===== src/rtl/eth_pkg.sv =====
// Shared Ethernet definitions: CRC-32 constants, header layout and the
// receive-side frame parser states.
package eth_pkg;

   localparam logic [31:0] CRC32_POLY    = 32'hEDB88320;
   localparam logic [31:0] CRC32_INIT    = 32'hFFFFFFFF;
   localparam logic [31:0] CRC32_RESIDUE = 32'hDEBB20E3;

   localparam int DA_OFS  = 0;
   localparam int SA_OFS  = 6;
   localparam int ET_OFS  = 12;
   localparam int HDR_LEN = 14;
   localparam int FCS_LEN = 4;

   typedef enum logic [2:0] {
      IDLE,
      HEADER,
      PAYLOAD,
      DROP,
      END
   } rx_frame_state_t;

endpackage


===== src/rtl/crc32_byte.sv =====
// Combinational CRC-32 advance over one byte, LSB first, reflected polynomial.
// Shared by the receive FCS checker and the transmit FCS generator.
module crc32_byte
   import eth_pkg::*;
(
   input  logic [31:0] i_crc,
   input  logic [7:0]  i_data,
   output logic [31:0] o_crc
);

   logic [31:0] w_crc;

   // Eight bit-serial steps unrolled into one combinational stage
   always_comb begin
      w_crc = i_crc;
      for (int k = 0; k < 8; k++) begin
         w_crc = (w_crc >> 1) ^ (CRC32_POLY & {32{w_crc[0] ^ i_data[k]}});
      end
      o_crc = w_crc;
   end

endmodule


===== src/rtl/eth_rx_frame.sv =====
// Byte-level Ethernet receive frame parser: pulls out DA/SA/EtherType,
// forwards the payload with the FCS stripped and reports per-frame status.
module eth_rx_frame
   import eth_pkg::*;
#(
   parameter int MIN_LEN = 64,
   parameter int MAX_LEN = 1518,
   parameter int CNT_W   = 11
) (
   input  logic             clk,
   input  logic             rst,
   input  logic [7:0]       byte_i,
   input  logic             byte_valid_i,
   input  logic             frame_active_i,
   input  logic             rx_er_i,
   output logic [47:0]      dst_mac_o,
   output logic [47:0]      src_mac_o,
   output logic [15:0]      ethertype_o,
   output logic             hdr_valid_o,
   output logic [7:0]       pl_data_o,
   output logic             pl_valid_o,
   output logic             frame_end_o,
   output logic             frame_ok_o,
   output logic             crc_err_o,
   output logic             len_err_o,
   output logic             phy_err_o,
   output logic [CNT_W-1:0] frame_len_o
);

   localparam logic [CNT_W-1:0] MIN_LEN_C = CNT_W'(MIN_LEN);
   localparam logic [CNT_W-1:0] MAX_LEN_C = CNT_W'(MAX_LEN);
   localparam logic [CNT_W-1:0] HDR_LAST  = CNT_W'(HDR_LEN - 1);
   localparam logic [2:0]       DL_FULL   = 3'(FCS_LEN);

   rx_frame_state_t         r_state;
   rx_frame_state_t         w_stateNext;
   logic [31:0]             r_crc;
   logic [31:0]             w_crcNext;
   logic [CNT_W-1:0]        r_cnt;
   logic [CNT_W-1:0]        w_cntNext;
   logic                    r_phyErr;
   logic [103:0]            r_hdr;
   logic [FCS_LEN-1:0][7:0] r_dl;
   logic [2:0]              r_dlCnt;
   logic                    w_accept;
   logic                    w_count;
   logic                    w_hdrShift;
   logic                    w_hdrDone;
   logic                    w_plPush;
   logic                    w_toEnd;
   logic                    w_crcErr;
   logic                    w_lenErr;

   assign w_accept  = byte_valid_i && frame_active_i;
   assign w_count   = w_accept && (r_state != END);
   assign w_cntNext = (r_cnt == '1) ? r_cnt : r_cnt + CNT_W'(1);
   assign w_crcErr  = (r_crc != CRC32_RESIDUE);
   assign w_lenErr  = (r_cnt < MIN_LEN_C) || (r_cnt > MAX_LEN_C);

   crc32_byte u_crc (
      .i_crc  (r_crc),
      .i_data (byte_i),
      .o_crc  (w_crcNext)
   );

   // State register
   always_ff @(posedge clk or posedge rst) begin
      if (rst) begin
         r_state <= IDLE;
      end else begin
         r_state <= w_stateNext;
      end
   end

   // Next-state decode plus the per-byte steering strobes for the datapath
   always_comb begin
      w_stateNext = r_state;
      w_hdrShift  = 1'b0;
      w_hdrDone   = 1'b0;
      w_plPush    = 1'b0;
      w_toEnd     = 1'b0;
      case (r_state)
         IDLE: begin
            if (w_accept) begin
               w_stateNext = HEADER;
               w_hdrShift  = 1'b1;
            end
         end
         HEADER: begin
            if (!frame_active_i) begin
               w_stateNext = END;
               w_toEnd     = 1'b1;
            end else if (w_accept) begin
               w_hdrShift = 1'b1;
               if (r_cnt == HDR_LAST) begin
                  w_hdrDone   = 1'b1;
                  w_stateNext = PAYLOAD;
               end
            end
         end
         PAYLOAD: begin
            if (!frame_active_i) begin
               w_stateNext = END;
               w_toEnd     = 1'b1;
            end else if (w_accept) begin
               if (w_cntNext > MAX_LEN_C) begin
                  w_stateNext = DROP;
               end else begin
                  w_plPush = 1'b1;
               end
            end
         end
         DROP: begin
            if (!frame_active_i) begin
               w_stateNext = END;
               w_toEnd     = 1'b1;
            end
         end
         END: begin
            w_stateNext = IDLE;
         end
         default: begin
            w_stateNext = IDLE;
         end
      endcase
   end

   // Datapath: CRC, byte count, header capture, FCS-hiding delay line, status
   always_ff @(posedge clk or posedge rst) begin
      if (rst) begin
         r_crc       <= CRC32_INIT;
         r_cnt       <= '0;
         r_phyErr    <= 1'b0;
         r_hdr       <= '0;
         r_dl        <= '0;
         r_dlCnt     <= '0;
         dst_mac_o   <= '0;
         src_mac_o   <= '0;
         ethertype_o <= '0;
         hdr_valid_o <= 1'b0;
         pl_data_o   <= '0;
         pl_valid_o  <= 1'b0;
         frame_end_o <= 1'b0;
         frame_ok_o  <= 1'b0;
         crc_err_o   <= 1'b0;
         len_err_o   <= 1'b0;
         phy_err_o   <= 1'b0;
         frame_len_o <= '0;
      end else begin
         hdr_valid_o <= w_hdrDone;
         pl_valid_o  <= 1'b0;
         frame_end_o <= w_toEnd;

         if (r_state == END) begin
            r_crc    <= CRC32_INIT;
            r_cnt    <= '0;
            r_phyErr <= 1'b0;
            r_dlCnt  <= '0;
         end else begin
            if (w_count) begin
               r_crc <= w_crcNext;
               r_cnt <= w_cntNext;
            end
            if ((r_state != IDLE && frame_active_i) || w_count) begin
               r_phyErr <= r_phyErr | rx_er_i;
            end
         end

         if (w_hdrShift) begin
            r_hdr <= {r_hdr[95:0], byte_i};
         end
         if (w_hdrDone) begin
            dst_mac_o   <= r_hdr[103:56];
            src_mac_o   <= r_hdr[55:8];
            ethertype_o <= {r_hdr[7:0], byte_i};
         end

         if (w_plPush) begin
            r_dl <= {r_dl[FCS_LEN-2:0], byte_i};
            if (r_dlCnt == DL_FULL) begin
               pl_data_o  <= r_dl[FCS_LEN-1];
               pl_valid_o <= 1'b1;
            end else begin
               r_dlCnt <= r_dlCnt + 3'd1;
            end
         end

         if (w_toEnd) begin
            crc_err_o   <= w_crcErr;
            len_err_o   <= w_lenErr;
            phy_err_o   <= r_phyErr;
            frame_ok_o  <= !(w_crcErr || w_lenErr || r_phyErr);
            frame_len_o <= r_cnt;
         end
      end
   end

endmodule


===== config.mk =====
export PLATFORM = sky130hd
export DESIGN_NAME = eth_rx_frame
export DESIGN_NICKNAME = d
export VERILOG_FILES = /design/src/rtl/eth_pkg.sv /design/src/rtl/crc32_byte.sv /design/src/rtl/eth_rx_frame.sv
export SDC_FILE = /design/constraint.sdc
export NUM_CORES = 1
export LEC_CHECK = 0
export BUFFER_PORTS_ARGS = -buffer_cell sky130_fd_sc_hd__buf_2
export CAP_MARGIN = 20
export CORE_UTILIZATION = 45
export DETAILED_ROUTE_END_ITERATION = 7
export GPL_ROUTABILITY_DRIVEN = 0
export GPL_TIMING_DRIVEN = 0
export PLACE_DENSITY = 0.71
export SLEW_MARGIN = 10
export SYNTH_ARGS = -nofsm -noshare
export SYNTH_HDL_FRONTEND = slang
export SYNTH_SLANG_ARGS = --single-unit

===== constraint.sdc =====
create_clock -name clk -period 12.3 [get_ports clk]
set_input_delay 0 -clock clk [delete_from_list [all_inputs] [get_ports clk]]
set_output_delay 0 -clock clk [all_outputs]
set_load 0.1 [all_outputs]

Word level (Yosys, flattened, before mapping)
Cells that the tools add are included.
{"block": "totals", "elab_cells": 108, "in_bits": 13, "regBits": 324, "output_inout_bits": 138}
{"block": "op_classes", "reduce_logical": 15, "bitwise_logic": 17, "muxes": 34, "n_eq_ne": 15, "order_cmp": 3, "add_sub_neg": 2}
{"op": "31-bit by 32-bit XOR with 32-bit output", "count": 8}
{"op": "32-bit 2-to-1 mux", "count": 2}
{"op": "11-bit 2-to-1 mux", "count": 3}
{"op": "3-bit 2-to-1 mux", "count": 11}
{"op": "32-bit != test (second input constant)", "count": 1}
{"op": "11-bit > comparator (second input constant)", "count": 2}
{"op": "1-bit 2-to-1 mux", "count": 16}
{"op": "3-bit != test (second input constant)", "count": 5}
{"op": "3-bit case mux with 4 select lines", "count": 1}
{"op": "11-bit by 1-bit adder with 11-bit output (second input constant)", "count": 1}
{"op": "11-bit equality test (second input constant)", "count": 1}
{"op": "11-bit by 4-bit equality test with 1-bit output (second input constant)", "count": 1}
{"op": "11-bit by 7-bit less-than comparator with 1-bit output (second input constant)", "count": 1}
{"op": "1-bit XOR", "count": 8}
{"op": "3-bit by 2-bit equality test with 1-bit output (second input constant)", "count": 2}
{"op": "3-bit equality test (second input constant)", "count": 2}
{"op": "6-bit AND reduction", "count": 1}
{"op": "1-bit logical OR", "count": 4}
{"op": "2-bit != test (second input constant)", "count": 2}
{"op": "2-bit nonzero test", "count": 2}
{"op": "3-bit by 1-bit adder with 3-bit output (second input constant)", "count": 1}
{"op": "3-bit by 1-bit equality test with 1-bit output (second input constant)", "count": 1}
{"op": "1-bit logical AND", "count": 3}
{"op": "3-bit logical NOT", "count": 1}
{"op": "6 further kinds", "count": 6}

Longest topological paths before layout
{"block": "depth", "word_depth": 18, "mapped_depth": 10, "depth_no_buf": 7}

Cells and area by module
From an unflattened synthesis, not the netlist that was laid out.
{"block": "unflattened", "hier_cells": 971, "hier_area_um2": 13848.3}
{"module": "eth_rx_frame", "cells_per_inst": 905, "instances": 1, "seq_area_each_um2": 8147.8, "area_per_inst_um2": 12878.6}
{"module": "crc32_byte", "cells_per_inst": 66, "instances": 1, "seq_area_each_um2": 0.0, "area_per_inst_um2": 969.7}

Least setup slack after synthesis
OpenSTA, ideal clock, no wires.
{"block": "synth_path", "path_kind": "register -> register", "start": "register r_cnt[0]", "end": "register r_dlCnt[1]", "path_buffers": 2, "path_stages_with_launch": 10, "t_required_ns": 12.175, "arrival_ns": 2.573, "path_slack_ns": 9.602, "period_less_slack_ns": 2.698, "setup_ns": 0.125, "path_cell_list": "dfrtp_1 > ha_1 > buf_2 > nand3_2 > nor4_4 > o221ai_2 > a2111oi_4 > a211oi_4 > buf_6 > mux2_4"}
{"block": "synth_between", "elab_chain_cells": 8, "elab_cells_between_ends": 9, "classes_between": "add/sub: 1; order compare: 1; eq/ne: 1; mux: 6"}
{"item": "start: declaration", "line_no": "eth_rx_frame.sv:39", "rtl": "logic [CNT_W-1:0] r_cnt;"}
{"item": "start signal: assignment", "line_no": "eth_rx_frame.sv:162", "rtl": "r_cnt <= w_cntNext;"}
{"item": "11-bit by 1-bit adder with 11-bit output / 11-bit equality test (equally long branches)", "line_no": "eth_rx_frame.sv:56", "rtl": "assign w_cntNext = (r_cnt == '1) ? r_cnt : r_cnt + CNT_W'(1);"}
{"item": "11-bit 2-to-1 mux *", "line_no": "eth_rx_frame.sv:56"}
{"item": "11-bit > comparator *", "line_no": "eth_rx_frame.sv:106", "rtl": "if (w_cntNext > MAX_LEN_C) begin"}
{"item": "1-bit 2-to-1 mux *", "line_no": "eth_rx_frame.sv:106"}
{"item": "1-bit 2-to-1 mux *", "line_no": "eth_rx_frame.sv:105", "rtl": "end else if (w_accept) begin"}
{"item": "1-bit 2-to-1 mux *", "line_no": "eth_rx_frame.sv:102", "rtl": "if (!frame_active_i) begin"}
{"item": "1-bit 2-to-1 mux *", "line_no": "eth_rx_frame.sv:82", "rtl": "case (r_state)"}
{"item": "3-bit 2-to-1 mux *", "line_no": "eth_rx_frame.sv:178", "rtl": "if (w_plPush) begin"}
{"item": "end signal: assignment", "line_no": "eth_rx_frame.sv:184", "rtl": "r_dlCnt <= r_dlCnt + 3'd1;"}
{"item": "end: declaration", "line_no": "eth_rx_frame.sv:44", "rtl": "logic [2:0] r_dlCnt;"}
Mark *: on every way between the ends. The rest lies on a longest branch, timed or not.
A chain may end at the register's enable or synchronous reset.

Worst setup path after layout
{"block": "layout_path", "start": "register r_cnt[0]", "end": "register pl_data_o[5]"}
{"block": "layout_between", "elab_chain_cells": 8, "elab_cells_between_ends": 9, "classes_between": "add/sub: 1; order compare: 1; eq/ne: 1; mux: 5; reduce/logical: 1"}
{"item": "11-bit by 1-bit adder with 11-bit output / 11-bit equality test (equally long branches)", "line_no": "eth_rx_frame.sv:56"}
{"item": "11-bit 2-to-1 mux *", "line_no": "eth_rx_frame.sv:56"}
{"item": "11-bit > comparator *", "line_no": "eth_rx_frame.sv:106"}
{"item": "1-bit 2-to-1 mux *", "line_no": "eth_rx_frame.sv:106"}
{"item": "1-bit 2-to-1 mux *", "line_no": "eth_rx_frame.sv:105"}
{"item": "1-bit 2-to-1 mux *", "line_no": "eth_rx_frame.sv:102"}
{"item": "1-bit 2-to-1 mux *", "line_no": "eth_rx_frame.sv:82"}
{"item": "2-bit AND reduction (no line) *"}
{"item": "end signal: assignment", "line_no": "eth_rx_frame.sv:181", "rtl": "pl_data_o <= r_dl[FCS_LEN-1];"}
{"item": "end: declaration", "line_no": "eth_rx_frame.sv:20", "rtl": "output logic [7:0] pl_data_o,"}
Marks and branches as above.

==> flow_summary.toml <==
[power_and_ir_drop]
irDropWorstVdd_v = 0.0001445
intPower_mw = 2.454
p_clk_share_pct = 28.8
pwr-share-comb_pct = 28.9
power_frac_seq_pct = 42.3
pwr_density_cell_nw_per_um2 = 228.9
power_leakage_nw = 8.192
swShare_pct = 33.57
power_switching_mw = 1.240

[worst_setup_path]
end_kind = "flop"
max_stage_delay_ns = 0.79
critPathMaxFanout = 9
worstPathArrival_ns = 3.59
crit_path_top_delay_cell = "a2111oi_4"
cp.required_ns = 12.69
critical_path_class = "flop to flop"
worstPathCellList = "ha_1, buf_2, nand3_2, nor4_4, nor3_1, xor2_1, a2111oi_4, mux2_2"
cp-start-kind = "flop"

[synthesis]
async_flop_share_pct = 100.0
ys.flop_type = "dfrtp_1"
netlist_area_um2 = 13510
ys_seq_area_share_pct = 60.30
netlist-cell-type-count = 58
synth_edf_count = 0
yosys_warnings = 0
synth_cells = 1180
syn_nets = 1197
synth_seq_cells = 324
syn_area_per_cell_um2 = 11.45

[clock_tree]
cts_htree_levels = 2
clock_sinks = 324
clk_latency_ns = 0.52
cts-buffers-inserted = 35
cts_tree = "yes"
post_cts_buffers = 0
clk_path_buf_depth = 3
cts.clk_slew.worst_paths_ns = 0.06
cts.root.buffer_cell = "clkbuf_16"

[detailed_routing]
first_pass_iters = 5
num_vias = 9195
viasPerCell = 5.114
initialDrtViolationCount = 553
wl_per_cell_um = 16.51
drc = 0
drt_wl_total_mm = 29.68
ant_nets = 0

[floorplan]
row_count = 63
fp.dieW_um = 175.3
ioPinCount = 151
start_util_pct = 45.71
die_area_um2 = 30720
core-area_um2 = 29560
die_y_um = 175.3

[place]
placed_cells = 1723
dp_hpwl_mm = 20.64
port_buffers = 150

[sta]
rsz0062_at_grt = "no"
setup_viol_count_final = 0
final.period_utilization_pct = 26.05
fmaxAchievable_ghz = 0.3121
drv_slew = 0
finalHoldViolCount = 0
fin_skew_ns = 0.01872
tns_ns = 0
min_period_ns = 3.205
relSlewSlack_pct = 41.38
tightest_slew_ns = 0.8731

[layout]
area_growth_syn_to_layout_pct = 19.45
antenna_cells = 0
seq_area_um2 = 8148
mostFrequentLayoutCells = "413 x nand2_1, 292 x dfrtp_1, 154 x buf_2"
drive_gt1_share_pct = 29.19
fillers = 2549
instances_no_fill = 1798
nets = 1400
multi_input_area_um2 = 5060
final_common_cell = "nand2_1"

[grt]
antenna_found_initial = 0
grt_pass1_vias = 9306
grt_pass1_wl_mm = 48.73
grt_usage_pct = 19.84
grt_overflow = 0
grt_max_degree = 117

[flow_run]
maxCapViolCount = 0

[worst_hold_path]
hold_path.class = "primary input to async pin"

[status]
status = "completed"
-- sequential cells by signal (all words and copies together), names as in the netlist, 3 cells and up --
| name | cells |
|---|---|
| dst_mac_o | 48 |
| ethertype_o | 16 |
| frame_len_o | 11 |
| pl_data_o | 8 |
| r_cnt | 11 |
| r_crc | 32 |
| r_dl | 32 |
| r_dlCnt | 3 |
| r_hdr | 104 |
| r_state | 3 |
| src_mac_o | 48 |
-- synth_stat cells (2+ instances only) --
master | n | area share, %
inv_1 | 10 | 0.28
nor2b_1 | 2 | 0.093
buf_6 | 3 | 0.25
o21ai_0 | 12 | 0.44
nand2_1 | 413 | 11
a31oi_1 | 3 | 0.14
nor4_1 | 3 | 0.14
buf_1 | 2 | 0.056
nor3b_1 | 3 | 0.17
nor3_1 | 8 | 0.30
nor2_1 | 19 | 0.53
ha_1 | 4 | 0.37
and2_1 | 3 | 0.14
dfstp_2 | 32 | 6.2
buf_2 | 3 | 0.11
nand3_1 | 6 | 0.22
nand2b_1 | 2 | 0.093
xnor2_2 | 3 | 0.36
and3_1 | 2 | 0.093
buf_4 | 3 | 0.17
o211ai_1 | 28 | 1.6
a2111oi_4 | 2 | 0.41
nand3b_1 | 2 | 0.11
nand4b_1 | 4 | 0.26
dfrtp_1 | 292 | 54
xnor2_1 | 50 | 3.2
or3_1 | 2 | 0.093
mux2i_1 | 2 | 0.15
a21oi_1 | 10 | 0.37
mux2_4 | 29 | 3.2
clkbuf_1 | 49 | 1.4
xor2_1 | 25 | 1.6
mux2_2 | 116 | 9.7
nand4_1 | 6 | 0.28
nor4b_1 | 2 | 0.13
a211oi_1 | 3 | 0.17
-- per-stage QoR --
stage	hold slack (ns)	cell area (um2)	total power [mW]	setup WS, ns	utilization (%)
floorplan	0.1130	13510	2.395	3.383	-
global placement	0.2846	14750	2.607	0.04976	49.90
detailed placement	0.1772	14820	2.636	9.118	50.13
CTS	0.1881	16140	3.725	9.098	54.60
global route	0.2357	16140	3.883	8.895	54.60
finish	0.1621	16140	3.694	9.095	54.60
-- critical path: cells and delay by family, from the launching register on --
| kind | cells | cell delay [ns] |
|---|---|---|
| AOI/OAI and AO/OA | 1 | 0.79 |
| xor gates and xnor gates | 1 | 0.32 |
| adders and majority gates | 1 | 0.22 |
| muxes | 1 | 0.41 |
| buffers and inverters | 1 | 0.17 |
| and+or+nand+nor | 3 | 0.71 |
| DFF | 1 | 0.46 |
-- per-layer routing --
metal	GRT usage (%)	routed length (um)
met5	0	0
met4	7.355	959
met3	3.355	1414
met2	30.87	13570
met1	28.02	13750
-- cell type report --
cell class,count,area share [%]
inverters,11,0.3023
clock inverters,11,0.8373
flip-flops and latches,324,50.48
well taps,390,3.023
multi-input cells,785,31.35
plain buffers,60,1.628
clock buffers,51,6.543
repair buffers,166,5.830
-- power by group through the flow --
stage | sequential (mW) | clock (mW) | combinational (mW)
after floorplan | 1.65 | 0 | 0.745
after global placement | 1.57 | 0 | 1.04
after detailed placement | 1.58 | 0 | 1.06
after CTS | 1.56 | 1.09 | 1.08
after global routing | 1.59 | 1.13 | 1.16
final | 1.56 | 1.06 | 1.07
-- cells by family (layout without fill, tap and decap cells) --
logic type | after synthesis | count (layout) | synth area share [%]
adders and majority gates | 4 | 4 | 0.3704
xor gates and xnor gates | 78 | 78 | 5.223
AOI/OAI and AO/OA | 71 | 71 | 4.047
muxes | 147 | 147 | 13.04
DFF | 324 | 324 | 60.30
buffers and inverters | 71 | 299 | 2.250
and+or+nand+nor | 485 | 485 | 14.77
-- worst paths after layout --
check                              startpoint        endpoint  slack, ns  depth (start not counted)
max in group asynchronous                 rst  ethertype_o[5]      11.10                          4
worst min-delay path                      rst      pl_valid_o       0.16                          3
worst max register to register       r_cnt[0]    pl_data_o[5]       9.10                          8
worst min register to register  dst_mac_o[38]   dst_mac_o[38]       0.46                          2
min in group clk                    byte_i[5]  ethertype_o[5]       0.34                          4
worst max-delay path                 r_cnt[0]    pl_data_o[5]       9.10                          8
-- what timing repair did --
action / 4_1_cts / 5_1_grt
hold buffers: 13 / 0
gates resized for setup: 0 / 0
endpoints found under the hold margin: 126 / 0
(Power assumes the default switching activity.)
